--- src/rtl/player_pkg.sv ---
// Shared definitions for the player motion engine, also used by the
// collision and sprite renderer logic.
package player_pkg;

  typedef enum logic [1:0] {
    ST_MENU  = 2'd0,
    ST_RUN   = 2'd1,
    ST_PAUSE = 2'd2
  } state_e;

  // at_edge bit positions: {left,right,up,down}
  localparam int unsigned EDGE_L = 3;
  localparam int unsigned EDGE_R = 2;
  localparam int unsigned EDGE_U = 1;
  localparam int unsigned EDGE_D = 0;

endpackage

--- src/rtl/player_motion_axis_step.sv ---
// Combinational single-axis step: moves pos by +/-speed according to the
// opposing buttons and saturates the result to [min_i, max_i].
module axis_step #(
  parameter int WIDTH = 10
) (
  input  logic [WIDTH-1:0] pos_i,
  input  logic [WIDTH-1:0] speed_i,
  input  logic             neg_i,
  input  logic             pos_dir_i,
  input  logic [WIDTH-1:0] min_i,
  input  logic [WIDTH-1:0] max_i,
  output logic [WIDTH-1:0] next_o,
  output logic             changed_o,
  output logic             at_min_o,
  output logic             at_max_o
);

  localparam int SW = WIDTH + 2;

  logic signed [SW-1:0] pos_s;
  logic signed [SW-1:0] spd_s;
  logic signed [SW-1:0] min_s;
  logic signed [SW-1:0] max_s;
  logic signed [SW-1:0] sum_s;

  assign pos_s = signed'({2'b00, pos_i});
  assign spd_s = signed'({2'b00, speed_i});
  assign min_s = signed'({2'b00, min_i});
  assign max_s = signed'({2'b00, max_i});

  // Step in the held direction with two guard bits, then clamp to the bounds.
  always_comb begin
    sum_s  = pos_s;
    next_o = pos_i;
    if (neg_i ^ pos_dir_i) begin
      sum_s = pos_dir_i ? (pos_s + spd_s) : (pos_s - spd_s);
      if (sum_s < min_s)
        next_o = min_i;
      else if (sum_s > max_s)
        next_o = max_i;
      else
        next_o = sum_s[WIDTH-1:0];
    end
    changed_o = (next_o != pos_i);
    at_min_o  = (next_o == min_i);
    at_max_o  = (next_o == max_i);
  end

endmodule

--- src/rtl/player_motion.sv ---
// Player sprite motion engine: mode FSM, move-tick divider and clamped
// position registers. Define PLAYER_ACCEL_EN to ramp speed from STEP up to
// STEP_MAX while a direction is held; otherwise speed is the constant STEP.
module player_motion
  import player_pkg::*;
#(
  parameter int WIDTH    = 10,
  parameter int FIELD_W  = 640,
  parameter int FIELD_H  = 480,
  parameter int BORDER   = 15,
  parameter int RADIUS   = 25,
  parameter int START_X  = 320,
  parameter int START_Y  = 240,
  parameter int STEP     = 15,
  parameter int STEP_MAX = 24,
  parameter int TICK_DIV = 1666667
) (
  input  logic             clk,
  input  logic             rst,
  input  logic             up,
  input  logic             down,
  input  logic             left,
  input  logic             right,
  input  logic             gamemenu,
  input  logic             gamerun,
  input  logic             gamepause,
  output logic [WIDTH-1:0] x,
  output logic [WIDTH-1:0] y,
  output logic             moved,
  output logic [3:0]       at_edge
);

  localparam int TW = (TICK_DIV > 2) ? $clog2(TICK_DIV) : 1;
  localparam logic [TW-1:0]    TICK_LAST = TW'(TICK_DIV - 1);
  localparam logic [WIDTH-1:0] XMIN   = WIDTH'(BORDER + RADIUS);
  localparam logic [WIDTH-1:0] XMAX   = WIDTH'(FIELD_W - 1 - BORDER - RADIUS);
  localparam logic [WIDTH-1:0] YMIN   = WIDTH'(BORDER + RADIUS);
  localparam logic [WIDTH-1:0] YMAX   = WIDTH'(FIELD_H - 1 - BORDER - RADIUS);
  localparam logic [WIDTH-1:0] X_INIT = WIDTH'(START_X);
  localparam logic [WIDTH-1:0] Y_INIT = WIDTH'(START_Y);
  localparam logic [WIDTH-1:0] SPD0   = WIDTH'(STEP);
  localparam logic [3:0] START_EDGE = {X_INIT == XMIN, X_INIT == XMAX,
                                       Y_INIT == YMIN, Y_INIT == YMAX};

  state_e           state_q, state_d;
  logic [TW-1:0]    tick_cnt_q;
  logic [WIDTH-1:0] x_q, y_q, x_d, y_d;
  logic             moved_q;
  logic [3:0]       at_edge_q;
  logic [WIDTH-1:0] speed;
  logic             x_chg, y_chg, x_lo, x_hi, y_lo, y_hi;

`ifdef PLAYER_ACCEL_EN
  localparam logic [WIDTH-1:0] SPD_MAX = WIDTH'(STEP_MAX);
  logic [WIDTH-1:0] speed_q;
  logic             any_held;
  assign speed    = speed_q;
  assign any_held = up | down | left | right;
`else
  assign speed = SPD0;
`endif

  axis_step #(.WIDTH(WIDTH)) u_axis_x (
    .pos_i(x_q), .speed_i(speed), .neg_i(left), .pos_dir_i(right),
    .min_i(XMIN), .max_i(XMAX),
    .next_o(x_d), .changed_o(x_chg), .at_min_o(x_lo), .at_max_o(x_hi)
  );

  axis_step #(.WIDTH(WIDTH)) u_axis_y (
    .pos_i(y_q), .speed_i(speed), .neg_i(up), .pos_dir_i(down),
    .min_i(YMIN), .max_i(YMAX),
    .next_o(y_d), .changed_o(y_chg), .at_min_o(y_lo), .at_max_o(y_hi)
  );

  // Mode decode: only a single clean select picks MENU or RUN.
  always_comb begin
    state_d = ST_PAUSE;
    case ({gamemenu, gamerun, gamepause})
      3'b100:  state_d = ST_MENU;
      3'b010:  state_d = ST_RUN;
      default: state_d = ST_PAUSE;
    endcase
  end

  // FSM, tick divider, speed and registered outputs; current state sets the action.
  always_ff @(posedge clk) begin
    if (rst) begin
      state_q    <= ST_MENU;
      tick_cnt_q <= '0;
      x_q        <= X_INIT;
      y_q        <= Y_INIT;
      moved_q    <= 1'b0;
      at_edge_q  <= '0;
`ifdef PLAYER_ACCEL_EN
      speed_q    <= SPD0;
`endif
    end else begin
      state_q <= state_d;
      moved_q <= 1'b0;
      case (state_q)
        ST_MENU: begin
          x_q        <= X_INIT;
          y_q        <= Y_INIT;
          tick_cnt_q <= '0;
          at_edge_q  <= START_EDGE;
`ifdef PLAYER_ACCEL_EN
          speed_q    <= SPD0;
`endif
        end
        ST_RUN: begin
          if (tick_cnt_q == TICK_LAST) begin
            tick_cnt_q <= '0;
            x_q        <= x_d;
            y_q        <= y_d;
            moved_q    <= x_chg | y_chg;
            at_edge_q  <= {x_lo, x_hi, y_lo, y_hi};
`ifdef PLAYER_ACCEL_EN
            if (!any_held)
              speed_q <= SPD0;
            else if (speed_q < SPD_MAX)
              speed_q <= speed_q + WIDTH'(1);
`endif
          end else begin
            tick_cnt_q <= tick_cnt_q + TW'(1);
          end
        end
        default: ;
      endcase
    end
  end

  assign x       = x_q;
  assign y       = y_q;
  assign moved   = moved_q;
  assign at_edge = at_edge_q;

endmodule

--- config.mk ---
export PLATFORM = sky130hd
export DESIGN_NAME = player_motion
export DESIGN_NICKNAME = d
export VERILOG_FILES = /design/src/rtl/player_pkg.sv /design/src/rtl/player_motion_axis_step.sv /design/src/rtl/player_motion.sv
export SDC_FILE = /design/constraint.sdc
export NUM_CORES = 1
export LEC_CHECK = 0
export CAP_MARGIN = 10
export CORE_MARGIN = 4
export CORE_UTILIZATION = 42
export CTS_CLUSTER_SIZE = 14
export DETAILED_ROUTE_END_ITERATION = 6
export SYNTH_ARGS = -nofsm -noshare
export SYNTH_HDL_FRONTEND = slang
export SYNTH_HIERARCHICAL = 1
export SYNTH_SLANG_ARGS = --single-unit
--- constraint.sdc ---
create_clock -name clk -period 9.3 [get_ports clk]
set_clock_uncertainty 0.1 [all_clocks]
set_input_delay 0.93 -clock clk [delete_from_list [all_inputs] [get_ports clk]]
set_output_delay 0.93 -clock clk [all_outputs]
set_load 0.01 [all_outputs]
==> results of run 1 <==
-- cell usage in the layout, fill, tap and decap left out, types with 5 or more instances in the layout --
cell type	instances
o22a_1	8
clkbuf_16	5
clkdlybuf4s50_1	33
inv_1	97
nand2_1	62
a211oi_1	11
nor4_1	8
o21a_1	15
o211ai_1	14
buf_4	14
a221o_1	12
or3_1	10
nor2b_1	10
ha_1	80
a21oi_1	65
xor2_1	14
nor2_1	88
o22ai_1	9
nor3_1	20
a21o_1	17
dfxtp_1	48
a22oi_1	8
a2111oi_0	6
conb_1	188
and3_1	14
nand2b_1	12
a221oi_1	8
o21ai_0	61
o221ai_1	6
mux2i_1	17
a31oi_1	12
nand4_1	16
xnor2_1	69
a22o_1	20
nand3_1	18
-- power breakdown --
part | total, mW | internal [mW] | switching (mW)
logic | 0.391 | 0.151 | 0.240
registers | 0.208 | 0.206 | 0.00163
clock network | 0.241 | 0.155 | 0.0861
total | 0.840 | 0.512 | 0.328
-- synthesized netlist by cell type, types with 18 or more instances --
master     n  area, µm²
inv_1     97      364.1
nor2_1    88      330.3
clkbuf_1  18      67.56
buf_2     18      90.09
xnor2_1   69      604.3
a22o_1    20      175.2
ha_1      80       1001
o21ai_0   61      305.3
a21oi_1   65      325.3
nor3_1    20      100.1
nand2_1   62      232.7
dfxtp_1   48      960.9
nand3_1   18      90.09
-- metal layers --
layer  routed length [µm]  global-route usage (%)
met2                 9546                   34.25
met1                10730                   32.42
met5                    0                       0
met3                 1021                   2.307
met4                  294                   4.640
-- kinds of logic after synthesis --
family | count (synthesis) | synth area share [%]
xor+xnor | 83 | 9.809
other cells | 2 | 0.1013
compound gates | 325 | 31.54
simple gates | 285 | 19.62
fa+ha+maj | 84 | 14.59
flops | 48 | 12.97
buf+inv | 140 | 8.104
mux | 23 | 3.275
-- critical path, cell delays in order (launching register included) --
cell	delay, ns
dfxtp_1	0.59
inv_1	0.20
ha_1	0.28
fa_1	0.39
nand2b_1	0.19
a2111oi_2	0.46
nor3_1	0.13
o21a_1	0.24
nor2_1	0.19
inv_1	0.09
ha_1	0.27
and4_1	0.21
o2111ai_1	0.11
o211ai_1	0.22
o32a_1	0.74
o21ai_0	0.20
o22ai_1	0.34
xor2_1	0.12
a2111oi_0	0.40
and3_1	0.24
a21oi_1	0.07
o21a_1	0.18
-- worst max-delay path by stage --
| stage | startpoint | end | slack [ns] | cells past startpoint |
|---|---|---|---|---|
| finish | x[0] | moved | 3.23 | 21 |
| global route | x[0] | moved | 2.69 | 21 |
| CTS | x[0] | moved | 3.30 | 21 |
| detailed placement | right | at_edge[3] | 3.13 | 18 |
| global placement | right | at_edge[3] | 3.18 | 18 |
| floorplan | x[0] | at_edge[3] | 4.35 | 22 |
-- cell type report --
type	instances	area, µm²	area share [%]
Multi-Input combinational cell	988	6548	74.54
Sequential cell	48	960.9	10.94
Timing Repair Buffer	47	435.4	4.957
Inverter	97	364.1	4.145
Tap cell	225	281.5	3.205
Clock buffer	5	125.1	1.425
Clock inverter	3	68.82	0.7835
-- through the flow --
stage                     cell area (µm²)  hold WS, ns  std cells
after CTS                            8783       0.3878       1413
after detailed placement             8589       0.3668       1405
after global placement               8589       0.3748       1405
after global routing                 8783       0.4102       1413
final                                8783       0.3842       1413
after floorplan                      8109       0.3685       1176
-- state kept, by name, indices dropped and copies added (netlist names) --
| name | count |
|---|---|
| at_edge | 4 |
| moved | 1 |
| state_q | 2 |
| tick_cnt_q | 21 |
| x | 10 |
| y | 10 |
==> flow_summary.json, run 1 <==
{
  "drc": 0,
  "cts_buffer_depth": 2,
  "syn_inst": 990,
  "initial_utilization_pct": 42.85,
  "tritoncts": "done",
  "leakage_nw": 3.853,
  "relSlewSlack_pct": 27.29,
  "async_flop_share_pct": 0,
  "grt_usage_pct": 21.87,
  "drive_above_1_share_pct": 4.798,
  "rsz0062_at_grt": "no",
  "setup_viol": 0,
  "drv_cap": 0,
  "finalMaxSlewViolations": 0,
  "coreArea_um2": 17300,
  "fp.dieH_um": 140.8,
  "fp.dieW_um": 140.8,
  "hold_viol": 0,
  "avgSynthCellArea_um2": 7.486,
  "worstHoldStart": "at_edge[3]",
  "status": "complete, no violations",
  "ys_seq_elements": 48,
  "synth_ff_type": "dfxtp_1",
  "setup-tns-final_ns": 0,
  "max_freq_mhz": 164.7,
  "post_cts_resized": 0,
  "worstRegToRegCells": 21,
  "period_share_pct": 65.27,
  "cts-root-buf": "clkbuf_16",
  "ys_types": 80,
  "regToRegSetupSlack_ns": 3.23,
  "cp-start-kind": "register",
  "clock-sinks": 48,
  "yosysWarnings": 6,
  "grt_max_degree": 24,
  "fill_cells": 1758,
  "ys_seq_area_share_pct": 12.97,
  "vias": 7401,
  "holdBufCountCts": 0,
  "place_congestion": 0.9254,
  "wl_per_cell_um": 15.28,
  "ant_nets": 0,
  "rr_startpoint": "x[0]",
  "die_area_um2": 19830,
  "total_power_mw": 0.8401,
  "rows": 48,
  "grt_pass1_wl_um": 35540,
  "hold_path_depth": 1,
  "post_cts_buffers": 0,
  "criticalPathCategory": "register to register",
  "drt_iter0_markers": 549,
  "worstPathArrival_ns": 6.17,
  "cp-end-kind": "register",
  "dp_worst_setup_slack_ns": 3.134,
  "worst_pin_slew_ns": 1.091,
  "cts_buffers": 5,
  "synth_edf_count": 0,
  "overflow": 0,
  "required_ns": 9.40,
  "grt_antenna_before_repair": 0,
  "grt_pass1_vias": 6735,
  "hold_end": "at_edge[3]",
  "drt_pre_antenna_iters": 5,
  "fin_ws_ns": 3.230,
  "routed_wl_um": 21600,
  "cts_max_level": 2,
  "worst_r2r_endpoint": "moved",
  "worstSkewPairLatency_ns": 0.30,
  "p_per_area_nw_per_um2": 95.65,
  "ios": 34,
  "vias_per_cell": 5.238,
  "n_antenna_cell": 0,
  "finalCriticalPeriod_ns": 6.070,
  "post-route-util_pct": 50.78,
  "netlist_area_um2": 7411,
  "port_buffers": 33,
  "dp_hpwl_um": 17000,
  "cp_max_fo": 23,
  "vdd_drop_max_uv": 78.02,
  "min_path_type": "register to register",
  "fin_nets": 1280,
  "path_clk_slew_ns": 0.07,
  "syn2layout_area_growth_pct": 18.52
}
Note: power is estimated with default switching activity, not from simulation.
==> run 2, diff against run 1 <==
==> constraint.sdc (replaced) <==
create_clock -name clk -period 5 [get_ports clk]
set_clock_uncertainty 0.1 [all_clocks]
set_input_delay 0.5 -clock clk [delete_from_list [all_inputs] [get_ports clk]]
set_output_delay 0.5 -clock clk [all_outputs]
set_load 0.01 [all_outputs]
==> run 2 against run 1 <==
  * Via count up 9.2%
  * Utilization up 7.5 points
  * First-iteration DRC count down 20%
  * Critical path depth up 1
  * Combinational power up 150%
  * Hold slack better by 0.0068 ns
==> flow_summary.json, run 2 (synthesis results as in run 1) <==
{
  "use_met3_pct": 2.883,
  "hold_path_depth": 1,
  "p_int_mw": 1.113,
  "cts-root-buf": "clkbuf_16",
  "coreArea_um2": 17300,
  "period_share_pct": 98.05,
  "setup_viol": 0,
  "dp_worst_setup_slack_ns": -0.1610,
  "relSlewSlack_pct": 29.79,
  "dp_hpwl_um": 18680,
  "place_congestion": 0.9226,
  "grtUsageMet1_pct": 34.62,
  "routed_wl_um": 24230,
  "vias_per_cell": 5.295,
  "clock-sinks": 48,
  "share_comb_of_total_power_pct": 52.8,
  "cts_buffers": 5,
  "fp.dieH_um": 140.8,
  "grt_pass1_wl_um": 38270,
  "rsz0062_at_grt": "yes",
  "initial_utilization_pct": 42.85,
  "rows": 48,
  "fp.dieW_um": 140.8,
  "p_clk_share_pct": 26.1,
  "cp-start-kind": "register",
  "fin_nets": 1393,
  "grt_antenna_before_repair": 0,
  "place_inst": 1502,
  "slowest_stage": "or4_4",
  "cp.depth": 22,
  "holdWs_ns": 0.3910,
  "regToRegSetupSlack_ns": 0.1,
  "drv_cap": 0,
  "grt_most_used_layer": "met2",
  "leakage_nw": 4.513,
  "path_clk_slew_ns": 0.09,
  "worst_path_largest_cell_delay_ns": 0.46,
  "cp_max_fo": 5,
  "crit_family": "compound AO/OA/AOI/OAI gates",
  "grt_usage_pct": 23.66,
  "fin_ws_ns": 0.09732,
  "cts_max_level": 2,
  "final-instance-count-excl-fill": 1526,
  "ant_nets": 0,
  "setup-tns-final_ns": 0,
  "finalCriticalPeriod_ns": 4.903,
  "drt_pre_antenna_iters": 5,
  "port_buffers": 33,
  "final_common_cell": "conb_1",
  "die_area_um2": 19830,
  "drc": 0,
  "vdd_drop_max_uv": 154.2,
  "grt_pass1_vias": 7390,
  "required_ns": 5.09,
  "hold_end": "at_edge[2]",
  "criticalPathCategory": "register to register",
  "crit_chain": "ha_4 -> inv_2 -> fa_2 -> o21ba_4 -> or4_4 -> a21oi_4 -> nor3_4 -> nor2_2 -> inv_2 -> ha_1 -> and4_4 -> o2111ai_2 -> o211ai_1 -> o32a_1 -> buf_6 -> o21ai_0 -> o22ai_2 -> xor2_1 -> a2111oi_2 -> and3_1 -> a21oi_2 -> o21a_1",
  "p_sw_share_pct": 39.04,
  "cp_num_buf_inv": 3,
  "cts_buffer_depth": 2,
  "largest_register_ffs": 21,
  "cp-end-kind": "register",
  "tritoncts": "done",
  "hold_viol": 0,
  "worstHoldStart": "at_edge[2]",
  "power.switching_mw": 0.7131,
  "worst_pin_slew_ns": 1.049,
  "vias": 8080,
  "wl_per_cell_um": 15.88,
  "finalMaxSlewViolations": 0,
  "n_antenna_cell": 0,
  "syn2layout_area_growth_pct": 35.91,
  "overflow": 0,
  "path_common_cell": "inv_2",
  "final_cell_mix": "conb_1, buf_4, inv_1",
  "total_power_mw": 1.827,
  "grt_use_met2_pct": 37.07,
  "p_per_area_nw_per_um2": 181.3,
  "max_freq_mhz": 204.0,
  "ios": 34,
  "holdBufCountCts": 0,
  "drt_iter0_markers": 441,
  "status": "complete, no violations",
  "rr_startpoint": "x[0]",
  "drive_above_1_share_pct": 18.06,
  "grt_max_degree": 20,
  "min_path_type": "register to register",
  "worstRegToRegCells": 22,
  "worst_r2r_endpoint": "moved",
  "top_register": "tick_cnt_q",
  "power_frac_seq_pct": 21.1,
  "worstSkewPairLatency_ns": 0.31,
  "worstPathArrival_ns": 5.00
}
-- run 2: power by group through the flow --
stage	clock network [mW]	logic [mW]	registers, mW
floorplan	0	0.563	0.393
global placement	0	0.823	0.395
CTS	0.492	0.850	0.386
detailed placement	0	0.822	0.395
finish	0.477	0.964	0.385
global route	0.496	1.05	0.386
-- run 2: repair_timing --
action	in CTS	in global routing
endpoints found under the setup margin	4	6
resized for setup	16	75
gates cloned	0	0
buffers inserted	4	13
pin swaps	14	50
-- run 2: worst max path at each step --
stage	slack [ns]	from	endpoint
floorplan	0.05	x[0]	at_edge[3]
global placement	-0.13	x[0]	moved
detailed placement	-0.16	x[0]	moved
CTS	-0.006	x[0]	moved
global route	-0.09	x[0]	at_edge[3]
finish	0.1	x[0]	moved
-- run 2: stage by stage --
stage          utilization (%)  area [µm²]
2_1_floorplan                -        8109
3_3_place_gp             53.94        9330
3_5_place_dp             53.94        9330
4_1_cts                  55.59        9615
5_1_grt                  58.23       10070
6_report                 58.23       10070
-- run 2: per-layer routing --
metal / wire length [µm] / vias up
li1: - / 4060
met1: 11770 / 3759
met2: 10870 / 229
met3: 1149 / 32
met4: 445 / 0
met5: 0 / -
-- run 2: cell type report --
| class | count | area (µm²) |
|---|---|---|
| tap | 225 | 281.5 |
| fill | 1656 | 7224 |
| clock buffer | 5 | 125.1 |
| sequential | 48 | 965.9 |
| clock inverter | 3 | 68.82 |
| multi-input combinational | 988 | 6959 |
| timing repair buffer | 160 | 1308 |
| inverter | 97 | 364.1 |
